### src/rtl/alu_ctrl_pkg.sv
// Shared types and constants for the arithmetic_unit control sequencer.
// Holds the state encoding, the operation codes and the datapath width.
package alu_ctrl_pkg;

    localparam int WIDTH = 8;

    localparam logic [1:0] OP_ADD = 2'b00;
    localparam logic [1:0] OP_SUB = 2'b01;
    localparam logic [1:0] OP_MUL = 2'b10;
    localparam logic [1:0] OP_DIV = 2'b11;

    typedef enum logic [3:0] {
        IDLE,
        LOAD_Q,
        LOAD_M,
        CLR,
        M_EVAL,
        M_SHIFT,
        D_SHIFT,
        D_SUB,
        D_FIX,
        DONE
    } state_t;

    // Multiply and divide need the iterative A/Q sequence; add and sub finish after loading.
    function automatic logic isIterative(input logic [1:0] op);
        return op[1];
    endfunction

endpackage

### src/rtl/alu_control_unit.sv
// Control sequencer for the 8-bit arithmetic_unit: operand fetch, then add/sub,
// Booth multiply or restoring divide, driving c0..c10 from state plus datapath status.
module alu_control_unit
    import alu_ctrl_pkg::*;
#(
    parameter int WIDTH = alu_ctrl_pkg::WIDTH
) (
    input  logic       clk,
    input  logic       rst,
    input  logic       start,
    input  logic [1:0] op_i,
    input  logic       in_valid,
    output logic       in_ready,
    input  logic       cnt_done,
    input  logic       q0,
    input  logic       qm1,
    input  logic       a_msb,
    output logic [1:0] op_o,
    output logic       c0,
    output logic       c1,
    output logic       c2,
    output logic       c3,
    output logic       c4,
    output logic       c5,
    output logic       c6,
    output logic       c7,
    output logic       c8,
    output logic       c9,
    output logic       c10,
    output logic       busy,
    output logic       done
);

    localparam int ITER_BITS = $clog2(WIDTH);
    localparam logic [ITER_BITS-1:0] LAST_ITER = ITER_BITS'(WIDTH - 1);

    state_t               state_q;
    logic [ITER_BITS-1:0] iter_q;
    logic [1:0]           op_q;

    // State, iteration count and latched op; start is only honoured in IDLE.
    always_ff @(posedge clk or posedge rst) begin
        if (rst) begin
            state_q <= IDLE;
            iter_q  <= '0;
            op_q    <= OP_ADD;
        end else begin
            case (state_q)
                IDLE: begin
                    if (start) begin
                        op_q    <= op_i;
                        state_q <= LOAD_Q;
                    end
                end
                LOAD_Q: begin
                    if (in_valid) begin
                        state_q <= LOAD_M;
                    end
                end
                LOAD_M: begin
                    if (in_valid) begin
                        state_q <= isIterative(op_q) ? CLR : DONE;
                    end
                end
                CLR: begin
                    iter_q  <= '0;
                    state_q <= (op_q == OP_DIV) ? D_SHIFT : M_EVAL;
                end
                M_EVAL: begin
                    state_q <= M_SHIFT;
                end
                M_SHIFT: begin
                    if (iter_q == LAST_ITER) begin
                        state_q <= DONE;
                    end else begin
                        iter_q  <= iter_q + 1'b1;
                        state_q <= M_EVAL;
                    end
                end
                D_SHIFT: begin
                    state_q <= D_SUB;
                end
                D_SUB: begin
                    state_q <= D_FIX;
                end
                D_FIX: begin
                    if (iter_q == LAST_ITER) begin
                        state_q <= DONE;
                    end else begin
                        iter_q  <= iter_q + 1'b1;
                        state_q <= D_SHIFT;
                    end
                end
                DONE: begin
                    state_q <= IDLE;
                end
                default: begin
                    state_q <= IDLE;
                end
            endcase
        end
    end

    // Control decode; the datapath counter saturates, so c5 is dropped once it reads 7.
    always_comb begin
        in_ready = 1'b0;
        busy     = (state_q != IDLE);
        done     = 1'b0;
        c0 = 1'b0;
        c1 = 1'b0;
        c2 = 1'b0;
        c3 = 1'b0;
        c4 = 1'b0;
        c5 = 1'b0;
        c6 = 1'b0;
        c7 = 1'b0;
        c8 = 1'b0;
        case (state_q)
            LOAD_Q: begin
                in_ready = 1'b1;
                c0       = in_valid;
            end
            LOAD_M: begin
                in_ready = 1'b1;
                c1       = in_valid;
            end
            CLR: begin
                c7 = 1'b1;
            end
            M_EVAL: begin
                if (q0 != qm1) begin
                    c2 = 1'b1;
                    c3 = q0;
                end
            end
            M_SHIFT: begin
                c4 = 1'b1;
                c5 = ~cnt_done;
                c6 = a_msb;
            end
            D_SHIFT: begin
                c4 = 1'b1;
                c5 = ~cnt_done;
                c6 = 1'b0;
            end
            D_SUB: begin
                c2 = 1'b1;
                c3 = 1'b1;
            end
            D_FIX: begin
                if (a_msb) begin
                    c2 = 1'b1;
                end else begin
                    c8 = 1'b1;
                end
            end
            DONE: begin
                done = 1'b1;
            end
            default: begin
            end
        endcase
    end

    assign op_o = op_q;
    assign c9   = 1'b0;
    assign c10  = 1'b0;

endmodule

### config.mk
export PLATFORM = sky130hd
export DESIGN_NAME = alu_control_unit
export DESIGN_NICKNAME = d
export VERILOG_FILES = /design/src/rtl/alu_ctrl_pkg.sv /design/src/rtl/alu_control_unit.sv
export SDC_FILE = /design/constraint.sdc
export NUM_CORES = 1
export LEC_CHECK = 0
export CAP_MARGIN = 20
export CORE_MARGIN = 4
export CORE_UTILIZATION = 48
export DETAILED_ROUTE_END_ITERATION = 7
export GPL_TIMING_DRIVEN = 0
export PLACE_DENSITY = 0.94
export REMOVE_ABC_BUFFERS = 1
export SYNTH_ARGS = -nofsm -noshare
export SYNTH_HDL_FRONTEND = slang
export SYNTH_SLANG_ARGS = --single-unit
### constraint.sdc
create_clock -name clk -period 4.6 [get_ports clk]
set_clock_uncertainty 0.15 [all_clocks]
set_input_delay 0.46 -clock clk [delete_from_list [all_inputs] [get_ports clk]]
set_output_delay 0.46 -clock clk [all_outputs]
set_load 0.02 [all_outputs]
==> impl_summary.txt <==
----------------------------------------------------
[Outcome]
  Status ... completed

[Synthesis]
  Number of synthesized register bits ... 9
  Area of the mapped netlist ... a little under 800 um2
  Primary flip-flop cell chosen by synthesis mapping ... sky130_fd_sc_hd__dfrtp_1
  Post-synthesis sequential area ratio ... a little under 30%
  Ys async rst share ... 100.0%
  Number of unique standard cell types used by synthesis ... 34
  EDFF count, synth ... 0
  Warnings, synthesis ... 0
  Per-instance average area after synthesis ... approximately 7.7 um2
  Number of cells produced by synthesis ... roughly 100

[Floorplanning]
  DIE AREA ... 2336 um2
  I/O pin count ... 26
  Core region area ... between 1500 and 2000 um2
  Standard-cell row count ... 14
  Initial Utilization ... between 50 and 60%
  Vert. Die Dim ... just under 50 um
  Floorplan die width ... 48.33 um

[Clock tree]
  Maximum root-to-sink buffer count ... 2
  Root buffer selected by CTS ... sky130_fd_sc_hd__clkbuf_4
  Clock buffer count from CTS ... 3
  Number of H-tree branching levels ... 1
  Buffer count from post-CTS setup fixing ... 0
  CTS tree ... done
  Clock transition at the registers of the reported paths ... roughly 0.06 ns
  Clock Sink Count ... 9
  Number of buffers inserted by hold repair at cts ... 0
  Clock Latency Late Sink ... roughly 0.26 ns
  Number of gates resized after CTS ... 0

[Routing]
  Highest routing layer actually used ... met4
  Post-Route M1 WL ... between 700 and 800 um
  Total DRC errors in the routed layout ... 0
  Number of DRC markers after the initial detailed-route iteration ... 16
  Length of routed met3 wiring ... ~120 um
  WL met2 ... between 800 and 900 um
  Via count ... 757
  Detailed-route wire length ... roughly 1800 um
  First drt pass iteration count ... 5
  Antenna violation net count after detailed routing ... 0
  Per-cell via count in the routed design ... between 5 and 6
  WL/cell ... ~13 um

[Global routing]
  Global route overflow ... 0
  Wire length of the first global-routing pass ... 2939 um
  Number of global-route vias before repair ... slightly below 700
  Antenna violations before repair ... 0
  GRT Resource Usage Total ... 15.39%
  Maximum number of pins on one net before global-route repair ... 20

[Final layout]
  Share of post-route cells with drive strength above 1 ... about 5.0%
  Total of fill cells in the finished design ... roughly 130
  Area growth, synth to finish ... 29.17%
  Area occupied by multi-input gates ... 484.2 um2
  Leading cell types in the layout, fill and taps excluded ... sky130_fd_sc_hd__clkdlybuf4s50_1 (23), sky130_fd_sc_hd__nor2_1 (12), sky130_fd_sc_hd__nand2_1 (11), sky130_fd_sc_hd__dfrtp_1 (9), sky130_fd_sc_hd__inv_1 (6)
  Number of nets in the layout ... around 140
  Non-filler instance count after layout ... between 100 and 150
  Leading cell type in the layout, fill and taps excluded ... sky130_fd_sc_hd__clkdlybuf4s50_1
  Reg area ... 225.2 um2
  Inserted Diodes ... 0

[STA]
  Hold Vio Cnt, Final ... 0
  Transition time at the pin with the least slew margin ... 0.5722 ns
  Maximum achievable frequency ... between 0.3 and 0.4 GHz
  Setup TNS ... 0 ns
  Final setup violation count ... 0
  Max-slew violations ... 0
  Final min period ... roughly 2.7 ns
  RSZ-0062 raised after global routing ... false
  Post-route clock period utilization ... roughly 60%
  Relative max-transition margin ... about three fifths

[Critical path]
  Endpoint class of the critical path ... output pin
  Worst reg-to-reg path cell count ... 6
  Highest fanout seen on the critical path ... 16
  Sort of element at the start of the critical path ... register
  Register-to-register setup slack ... roughly 2.8 ns
  Arrival time of the worst setup path ... approximately 2.1 ns
  Critical setup path kind ... reg -> out
  Worst r2r dst ... state_q[0]
  Launching point of the worst reg2reg path ... iter_q[0]
  WP data required ... 3.99 ns

[Pwr]
  Largest vdd supply drop ... roughly 0.33 mV
  Leakage ... 0.4626 nW
  Power Density ... slightly above 700 nW/um2

[Place]
  Sum of net half-perimeters after detailed placement ... 1341 um
  Total placed cells including tap cells ... ~130
  Count of buffers inserted at the top-level ports ... 23
  Routability Congestion ... roughly 0.77

[Job]
  MaxCap Viol Count ... 0

[Worst hold path]
  Kind of path behind the tightest hold check ... in -> async

----------------------------------------------------
## registers in the layout, indices dropped and copies added (netlist names)
| name | flops |
|---|---|
| iter_q | 3 |
| op_o | 2 |
| state_q | 4 |
## critical path, cell delays in order, from the launching register on
cell	delay, ns
sky130_fd_sc_hd__dfrtp_1	0.65
sky130_fd_sc_hd__nand2b_1	0.28
sky130_fd_sc_hd__o2bb2ai_1	0.20
sky130_fd_sc_hd__nand2_1	0.06
sky130_fd_sc_hd__o21ai_0	0.08
sky130_fd_sc_hd__clkdlybuf4s50_1	0.62
## worst max-delay path by stage
stage | start | slack [ns] | cells after the start | to
6_report | state_q[2] | 1.85 | 5 | c2
5_1_grt | state_q[2] | 1.72 | 5 | c2
4_1_cts | state_q[2] | 1.85 | 5 | c2
3_5_place_dp | qm1 | 1.88 | 7 | c2
3_3_place_gp | qm1 | 1.90 | 7 | c2
2_1_floorplan | state_q[2] | 2.65 | 2 | c8
## report_power, final
part | switching (mW) | total [mW] | leakage, nW | internal (mW)
clock | 0.0272 | 0.0606 | 0.0150 | 0.0334
combinational | 0.226 | 0.449 | 0.338 | 0.223
sequential | 0.0915 | 0.211 | 0.109 | 0.119
## logic make-up after synthesis
logic type	share of synthesized area, %
AO/OA/AOI/OAI	18.43
XOR/XNOR	1.122
adder cells (fa/ha/maj)	6.411
buffers and inverters	9.614
flip-flops	28.85
multiplexers	9.295
other	0.4803
AND/OR/NAND/NOR	25.80
## through the flow
step	power, mW	area, um2	worst slack [ns]	utilization [%]	hold slack (ns)
6_report	0.7207	1008	1.852	66.17	0.3124
5_1_grt	0.7862	1008	1.720	66.17	0.3541
3_3_place_gp	0.6470	982.2	1.904	64.45	0.3164
2_1_floorplan	0.4978	732.0	2.649	-	0.1379
4_1_cts	0.7281	1008	1.854	66.17	0.3194
3_5_place_dp	0.6608	982.2	1.878	64.45	0.3308
## synthesized netlist by cell type (2+ instances only)
master	count	area share [%]
sky130_fd_sc_hd__nor2b_1	3	2.4
sky130_fd_sc_hd__ha_1	4	6.4
sky130_fd_sc_hd__buf_2	5	3.2
sky130_fd_sc_hd__nand2_1	11	5.3
sky130_fd_sc_hd__a21oi_1	5	3.2
sky130_fd_sc_hd__o21ai_0	5	3.2
sky130_fd_sc_hd__nor3_1	3	1.9
sky130_fd_sc_hd__nand3_1	4	2.6
sky130_fd_sc_hd__dfrtp_1	9	29
sky130_fd_sc_hd__nor2_1	12	5.8
sky130_fd_sc_hd__nand2b_1	3	2.4
sky130_fd_sc_hd__inv_1	6	2.9
sky130_fd_sc_hd__mux2i_1	5	6.4
sky130_fd_sc_hd__a2bb2oi_1	2	2.2
sky130_fd_sc_hd__mux2_2	2	2.9
sky130_fd_sc_hd__o22ai_1	2	1.6
sky130_fd_sc_hd__buf_4	3	2.9
## area by class of cell
type	instances	area share, %
Clock buffer	4	2.605
Inverter	6	2.233
Multi-Input combinational cell	78	48.01
Sequential cell	9	22.33
Tap cell	16	1.985
Timing Repair Buffer	23	22.83
## routing by layer
layer / vias to the layer above / global-route usage [%]
met2: 31 / 25.43
met1: 337 / 19.00
met5: - / 0
met3: 2 / 1.534
li1: 387 / -
met4: 0 / 9.217
Note: power is estimated with default switching activity, not from simulation.
